File: src/rtl/cache_axi_arbiter_if.sv
// cache_axi_arbiter_if: cache-side request port of the AXI bridge
interface cache_axi_arbiter_if;
  logic        axi_ce_o;
  logic        axi_ren_o;
  logic        axi_wen_o;
  logic [31:0] axi_raddr_o;
  logic [31:0] axi_waddr_o;
  logic [31:0] axi_wdata_o;
  logic [3:0]  axi_wsel_o;
  logic        axi_rready_o;
  logic        axi_wvalid_o;
  logic        axi_wlast_o;
  logic [7:0]  axi_rlen_o;
  logic [7:0]  axi_wlen_o;
  logic [31:0] rdata_i;
  logic        rdata_valid_i;
  logic        wdata_resp_i;
  modport master (
    output axi_ce_o, axi_ren_o, axi_wen_o, axi_raddr_o, axi_waddr_o, axi_wdata_o, axi_wsel_o,
           axi_rready_o, axi_wvalid_o, axi_wlast_o, axi_rlen_o, axi_wlen_o,
    input  rdata_i, rdata_valid_i, wdata_resp_i
  );
  modport slave (
    input  axi_ce_o, axi_ren_o, axi_wen_o, axi_raddr_o, axi_waddr_o, axi_wdata_o, axi_wsel_o,
           axi_rready_o, axi_wvalid_o, axi_wlast_o, axi_rlen_o, axi_wlen_o,
    output rdata_i, rdata_valid_i, wdata_resp_i
  );
endinterface

File: src/rtl/cache_axi_arbiter.sv
// cache_axi_arbiter: serialises icache/dcache line refills and write-backs into bridge bursts
module cache_axi_arbiter #(
  parameter int LINE_WORDS   = 8,
  parameter int DRAIN_CYCLES = 4
) (
  input  logic                    clk,
  input  logic                    rst,
  input  logic                    ic_rreq,
  input  logic [31:0]             ic_raddr,
  output logic [32*LINE_WORDS-1:0] ic_rline,
  output logic                    ic_rvalid,
  input  logic                    dc_rreq,
  input  logic [31:0]             dc_raddr,
  output logic [32*LINE_WORDS-1:0] dc_rline,
  output logic                    dc_rvalid,
  input  logic                    dc_wreq,
  input  logic [31:0]             dc_waddr,
  input  logic [32*LINE_WORDS-1:0] dc_wline,
  output logic                    dc_wdone,
  cache_axi_arbiter_if.master     axi
);
  localparam int CW = $clog2(LINE_WORDS);
  localparam int DW = $clog2(DRAIN_CYCLES + 1);
  localparam logic [CW-1:0] LAST = CW'(LINE_WORDS - 1);
  typedef enum logic [2:0] {IDLE, RD_REQ, RD_DATA, RD_DONE, WR_REQ, WR_DATA, WR_DRAIN} state_t;
  state_t state;
  logic [CW-1:0] cnt, cnt_n;
  logic [DW-1:0] drn;
  logic gnt_dc;
  logic [32*LINE_WORDS-1:0] line_q, line_n;
  assign axi.axi_wsel_o = 4'b1111;
  assign axi.axi_rlen_o = 8'(LINE_WORDS - 1);
  assign axi.axi_wlen_o = 8'(LINE_WORDS - 1);
  assign cnt_n = cnt + 1'b1;
  always_comb begin
    line_n = line_q;
    line_n[32*cnt +: 32] = axi.rdata_i;
  end
  always_ff @(posedge clk) begin
    if (rst) begin
      state <= IDLE;
      cnt <= '0;
      drn <= '0;
      gnt_dc <= 1'b0;
      line_q <= '0;
      ic_rline <= '0;
      dc_rline <= '0;
      ic_rvalid <= 1'b0;
      dc_rvalid <= 1'b0;
      dc_wdone <= 1'b0;
      axi.axi_ce_o <= 1'b0;
      axi.axi_ren_o <= 1'b0;
      axi.axi_wen_o <= 1'b0;
      axi.axi_raddr_o <= '0;
      axi.axi_waddr_o <= '0;
      axi.axi_wdata_o <= '0;
      axi.axi_rready_o <= 1'b0;
      axi.axi_wvalid_o <= 1'b0;
      axi.axi_wlast_o <= 1'b0;
    end else begin
      ic_rvalid <= 1'b0;
      dc_rvalid <= 1'b0;
      dc_wdone <= 1'b0;
      case (state)
        IDLE: begin
          cnt <= '0;
          if (dc_wreq) begin
            state <= WR_REQ;
            axi.axi_ce_o <= 1'b1;
            axi.axi_wen_o <= 1'b1;
            axi.axi_waddr_o <= dc_waddr;
            axi.axi_wdata_o <= dc_wline[31:0];
            axi.axi_wvalid_o <= 1'b1;
            axi.axi_wlast_o <= 1'b0;
          end else if (dc_rreq || ic_rreq) begin
            state <= RD_REQ;
            gnt_dc <= dc_rreq;
            axi.axi_ce_o <= 1'b1;
            axi.axi_ren_o <= 1'b1;
            axi.axi_raddr_o <= dc_rreq ? dc_raddr : ic_raddr;
            axi.axi_rready_o <= 1'b1;
          end
        end
        RD_REQ: if (axi.rdata_valid_i) begin
          state <= RD_DATA;
          axi.axi_ce_o <= 1'b0;
          axi.axi_ren_o <= 1'b0;
          line_q <= line_n;
          cnt <= cnt_n;
        end
        RD_DATA: if (axi.rdata_valid_i) begin
          line_q <= line_n;
          cnt <= cnt == LAST ? '0 : cnt_n;
          if (cnt == LAST) begin
            state <= RD_DONE;
            axi.axi_rready_o <= 1'b0;
            if (gnt_dc) begin
              dc_rline <= line_n;
              dc_rvalid <= 1'b1;
            end else begin
              ic_rline <= line_n;
              ic_rvalid <= 1'b1;
            end
          end
        end
        RD_DONE: state <= IDLE;
        WR_REQ: begin
          state <= WR_DATA;
          axi.axi_ce_o <= 1'b0;
          axi.axi_wen_o <= 1'b0;
        end
        WR_DATA: if (axi.wdata_resp_i) begin
          if (cnt == LAST) begin
            state <= WR_DRAIN;
            dc_wdone <= 1'b1;
            axi.axi_wvalid_o <= 1'b0;
            axi.axi_wlast_o <= 1'b0;
            cnt <= '0;
            drn <= '0;
          end else begin
            cnt <= cnt_n;
            axi.axi_wdata_o <= dc_wline[32*cnt_n +: 32];
            axi.axi_wlast_o <= cnt_n == LAST;
          end
        end
        WR_DRAIN: begin
          state <= drn == DW'(DRAIN_CYCLES - 1) ? IDLE : WR_DRAIN;
          drn <= drn + 1'b1;
        end
        default: state <= IDLE;
      endcase
    end
  end
endmodule
File: src/flat_wrapper.sv
// flat-port wrapper written by rule: the top's interface ports become plain ports
module cache_axi_arbiter_flat 
#(
  parameter int LINE_WORDS   = 8,
  parameter int DRAIN_CYCLES = 4
)
  (clk, rst, ic_rreq, ic_raddr, ic_rline, ic_rvalid, dc_rreq, dc_raddr, dc_rline, dc_rvalid, dc_wreq, dc_waddr, dc_wline, dc_wdone, axi_axi_ce_o, axi_axi_ren_o, axi_axi_wen_o, axi_axi_raddr_o, axi_axi_waddr_o, axi_axi_wdata_o, axi_axi_wsel_o, axi_axi_rready_o, axi_axi_wvalid_o, axi_axi_wlast_o, axi_axi_rlen_o, axi_axi_wlen_o, axi_rdata_i, axi_rdata_valid_i, axi_wdata_resp_i);
  cache_axi_arbiter_if axi_i ();
  input  logic clk;
  input  logic rst;
  input  logic ic_rreq;
  input  logic [31:0] ic_raddr;
  output logic [32*LINE_WORDS-1:0] ic_rline;
  output logic ic_rvalid;
  input  logic dc_rreq;
  input  logic [31:0] dc_raddr;
  output logic [32*LINE_WORDS-1:0] dc_rline;
  output logic dc_rvalid;
  input  logic dc_wreq;
  input  logic [31:0] dc_waddr;
  input  logic [32*LINE_WORDS-1:0] dc_wline;
  output logic dc_wdone;
  output wire logic [$bits(axi_i.axi_ce_o)-1:0] axi_axi_ce_o;
  output wire logic [$bits(axi_i.axi_ren_o)-1:0] axi_axi_ren_o;
  output wire logic [$bits(axi_i.axi_wen_o)-1:0] axi_axi_wen_o;
  output wire logic [$bits(axi_i.axi_raddr_o)-1:0] axi_axi_raddr_o;
  output wire logic [$bits(axi_i.axi_waddr_o)-1:0] axi_axi_waddr_o;
  output wire logic [$bits(axi_i.axi_wdata_o)-1:0] axi_axi_wdata_o;
  output wire logic [$bits(axi_i.axi_wsel_o)-1:0] axi_axi_wsel_o;
  output wire logic [$bits(axi_i.axi_rready_o)-1:0] axi_axi_rready_o;
  output wire logic [$bits(axi_i.axi_wvalid_o)-1:0] axi_axi_wvalid_o;
  output wire logic [$bits(axi_i.axi_wlast_o)-1:0] axi_axi_wlast_o;
  output wire logic [$bits(axi_i.axi_rlen_o)-1:0] axi_axi_rlen_o;
  output wire logic [$bits(axi_i.axi_wlen_o)-1:0] axi_axi_wlen_o;
  input wire logic [$bits(axi_i.rdata_i)-1:0] axi_rdata_i;
  input wire logic [$bits(axi_i.rdata_valid_i)-1:0] axi_rdata_valid_i;
  input wire logic [$bits(axi_i.wdata_resp_i)-1:0] axi_wdata_resp_i;
  assign axi_axi_ce_o = axi_i.axi_ce_o;
  assign axi_axi_ren_o = axi_i.axi_ren_o;
  assign axi_axi_wen_o = axi_i.axi_wen_o;
  assign axi_axi_raddr_o = axi_i.axi_raddr_o;
  assign axi_axi_waddr_o = axi_i.axi_waddr_o;
  assign axi_axi_wdata_o = axi_i.axi_wdata_o;
  assign axi_axi_wsel_o = axi_i.axi_wsel_o;
  assign axi_axi_rready_o = axi_i.axi_rready_o;
  assign axi_axi_wvalid_o = axi_i.axi_wvalid_o;
  assign axi_axi_wlast_o = axi_i.axi_wlast_o;
  assign axi_axi_rlen_o = axi_i.axi_rlen_o;
  assign axi_axi_wlen_o = axi_i.axi_wlen_o;
  assign axi_i.rdata_i = axi_rdata_i;
  assign axi_i.rdata_valid_i = axi_rdata_valid_i;
  assign axi_i.wdata_resp_i = axi_wdata_resp_i;
  cache_axi_arbiter #(.LINE_WORDS(LINE_WORDS), .DRAIN_CYCLES(DRAIN_CYCLES)) u_core (.clk(clk), .rst(rst), .ic_rreq(ic_rreq), .ic_raddr(ic_raddr), .ic_rline(ic_rline), .ic_rvalid(ic_rvalid), .dc_rreq(dc_rreq), .dc_raddr(dc_raddr), .dc_rline(dc_rline), .dc_rvalid(dc_rvalid), .dc_wreq(dc_wreq), .dc_waddr(dc_waddr), .dc_wline(dc_wline), .dc_wdone(dc_wdone), .axi(axi_i));
endmodule
File: config.mk
export PLATFORM = sky130hd
export DESIGN_NAME = cache_axi_arbiter_flat
export DESIGN_NICKNAME = d
export VERILOG_FILES = /design/src/rtl/cache_axi_arbiter_if.sv /design/src/rtl/cache_axi_arbiter.sv /design/src/flat_wrapper.sv
export SDC_FILE = /design/constraint.sdc
export NUM_CORES = 2
export LEC_CHECK = 0
export CAP_MARGIN = 20
export CORE_AREA = 2 2 404 406
export CTS_CLUSTER_DIAMETER = 40
export DETAILED_ROUTE_END_ITERATION = 16
export DIE_AREA = 0 0 406 408
export PLACE_DENSITY_LB_ADDON = 0.2
export SLEW_MARGIN = 0
export SYNTH_ARGS = -nofsm -noshare
export SYNTH_HDL_FRONTEND = slang
export SYNTH_SLANG_ARGS = --single-unit
File: constraint.sdc
create_clock -name clk -period 3.2 [get_ports clk]
set_clock_uncertainty 0.2 [all_clocks]
set_input_delay 0.48 -clock clk [delete_from_list [all_inputs] [get_ports clk]]
set_output_delay 0.48 -clock clk [all_outputs]
set_load 0.03 [all_outputs]
==> results.cfg <==
[clock_tree]
cts_root_buffer = clkbuf_16
cts.sinks = 883
numCtsBuffers = 174
post_cts_buffers = 0
clock_path_buffers = 3
insertion_delay_ps = 780
cts_resized = 0
cts_tree = yes
cts_max_level = 4
clk_pin_slew_ps = 50

[floorplanning]
coreArea_sq_um = 161700
die_h_microns = 408
die_w_microns = 406
start_util_pct = 22.04
num_rows = 148
io_pins = 1028
die_area_sq_um = 165600

[sta]
setup_viol = 0
finalHoldViolations = 0
min_period_over_period_pct = 93.04
period_needed_ps = 2977
max_freq_mhz = 335.9
slew_viol_final = 0
rsz0062_at_grt = no
tightest_slew_ps = 1001
fin_hold_ws_ps = 76.55
relSlewSlack_pct = 33.03
setup_tns_ps = 0

[yosys]
yosysUniqueCellTypes = 56
ys_seq_area_share_pct = 49.62
ys_warn_count = 0
synthArstFlopShare_pct = 0
syn_inst = 3710
syn_area_per_cell_sq_um = 9.603
ys_ff_latch = 883
synth-edff-count = 0
synth_ff_type = dfxtp_1
syn_area_sq_um = 35630

[grt]
antenna_found_initial = 39
grt_pass1_vias = 31220
grt_pass1_wl_mm = 254.7
grt_max_degree = 97
track_usage_pct = 21.84
overflow = 0

[detailed_routing]
drt_iter0_drc = 2117
wirelength_mm = 187.0
firstDrtPassIters = 5
drc = 0
wl_per_cell_microns = 26.41
via_per_inst = 4.576
vias = 32400
ant_nets = 0

[finish]
utilization_pct = 34.28
stdcell_count = 7080
syn2layout_area_growth_pct = 55.56
fillCellCount = 16420
nets = 5135
layout_commonest_cell = clkdlybuf4s50_1
final_cell_mix = clkdlybuf4s50_1 (1002), dfxtp_1 (882), nor2_1 (844), a211oi_1 (760), mux2i_1 (322)
final_layout_size_suffix_gt1_share_pct = 11.77

[power]
peakVddDrop_uv = 493.2
p_sw_w = 0.01403
p_leak_nw = 18.82
p_int_w = 0.02886
power-per-cell-area_nw_per_um2 = 773.8
power_frac_comb_pct = 25.2
p_total_w = 0.04288
power_frac_seq_pct = 30.0
clock_power_share_pct = 44.8
swShare_pct = 32.71

[critical_path]
end_kind = flop
worst-setup-path-type = reg -> reg
worstPathRequired_ps = 3650
crit_path_max_fanout = 12
reg2reg_depth = 7
start_kind = flop
worstPathArrival_ps = 3430

[status]
status = finished clean

[hold_path]
min_delay_path_depth = 3
worst_hold_path_type = in -> reg

[place]
io_buffers = 1007
dp_cells = 6705
gp_congestion = 0.9171
hpwl_mm = 143.0

[job]
drv_cap = 0
==> path summary, 6_finish.rpt <==
path                            slack (ps)                 startpoint                    endpoint
worst max-delay path                   220              u_core.cnt[0]        u_core.dc_rline[146]
worst min-delay path                    80               dc_waddr[29]  u_core.axi.axi_waddr_o[29]
worst min register to register         250  u_core.axi.axi_waddr_o[5]   u_core.axi.axi_waddr_o[5]
worst max register to register         220              u_core.cnt[0]        u_core.dc_rline[146]
==> power by group through the flow <==
stage | sequential, W | combinational (W) | clock, W
finish | 0.0128 | 0.0108 | 0.0192
global route | 0.0130 | 0.0116 | 0.0202
CTS | 0.0128 | 0.0110 | 0.0197
detailed placement | 0.0130 | 0.0109 | 0
global placement | 0.0130 | 0.0109 | 0
floorplan | 0.0135 | 0.00603 | 0
==> registers in the layout (all words and copies together) (netlist names) <==
register and cells:
u_core.dc_rline 256, u_core.ic_rline 256, u_core.line_q 256, u_core.axi.axi_raddr_o 32, u_core.axi.axi_waddr_o 32, u_core.axi.axi_wdata_o 32, u_core.cnt 3, u_core.drn 3
u_core.state 3, u_core.axi.axi_ce_o 1, u_core.axi.axi_ren_o 1, u_core.axi.axi_rready_o 1, u_core.axi.axi_wen_o 1, u_core.axi.axi_wlast_o 1, u_core.axi.axi_wvalid_o 1, u_core.dc_rvalid 1
u_core.dc_wdone 1, u_core.gnt_dc 1, u_core.ic_rvalid 1
==> logic make-up (layout without fill, tap and decap cells) <==
family	count (synthesis)	in the layout	synth area share [%]
and+or+nand+nor	1098	1098	12.72
AOI/OAI and AO/OA	930	930	18.89
DFF	883	883	49.62
buffers and inverters	402	1558	5.352
muxes	386	386	13.09
adders and majority gates	8	8	0.2810
other	2	41	0.02108
xor gates and xnor gates	1	1	0.02459
==> layer usage <==
layer	vias to the layer above	wire, microns	GRT usage (%)
met1	15660	81450	27.89
met4	16	3998	5.794
li1	15510	-	-
met3	217	14450	7.081
met5	-	119	0
met2	998	86970	35.17
==> synth_stat cells, types with 3 or more instances <==
library cell	n	area [sq um]
nand2_1	114	427.9
inv_1	20	75.07
dfxtp_1	883	17680
and3_1	22	137.6
a21oi_1	115	575.6
nand3_1	3	15.01
clkbuf_1	200	750.7
buf_6	7	78.83
buf_1	11	41.29
nor2b_1	4	25.02
nor3_1	24	120.1
buf_4	56	420.4
a211o_1	32	280.3
buf_2	108	540.5
ha_1	8	100.1
mux4_2	64	1441
and2_1	45	281.5
mux2i_1	322	3223
a211oi_1	760	5705
o21ai_0	4	20.02
or3_1	12	75.07
nand2b_1	4	25.02
nor2_1	844	3168
or4_1	3	22.52
o31ai_1	4	30.03
==> per-stage QoR <==
step / setup WS (ps) / instance area [sq um]
after global routing: 129.9 / 55380
after floorplan: 361.2 / 35690
after global placement: 198.5 / 48830
after CTS: 208.7 / 55370
final: 222.6 / 55420
after detailed placement: 209.3 / 48830
==> what timing repair did <==
| action | 4_1_cts | 5_1_grt |
|---|---|---|
| hold buffers | 30 | 0 |
| endpoints found under the hold margin | 40 | 0 |
| setup endpoints to repair | 0 | 0 |
==> cell type report <==
type | instances | area [sq um] | area share, %
Tap cell | 2175 | 2721 | 4.910
Multi-Input combinational cell | 2443 | 16220 | 29.26
Inverter | 20 | 75.07 | 0.1355
Sequential cell | 883 | 17680 | 31.90
Clock buffer | 215 | 4742 | 8.557
Antenna cell | 21 | 52.55 | 0.09482
Clock inverter | 109 | 1493 | 2.693
Timing Repair Buffer | 1214 | 12440 | 22.45
==> worst max-delay path, cell delays in order, from the launching register on <==
cell and delay [ps]:
dfxtp_4 360, inv_1 90, ha_4 170, ha_1 310
nand2b_2 110, or4_2 910, mux2i_1 560, a211oi_1 150
(Power assumes the default switching activity.)
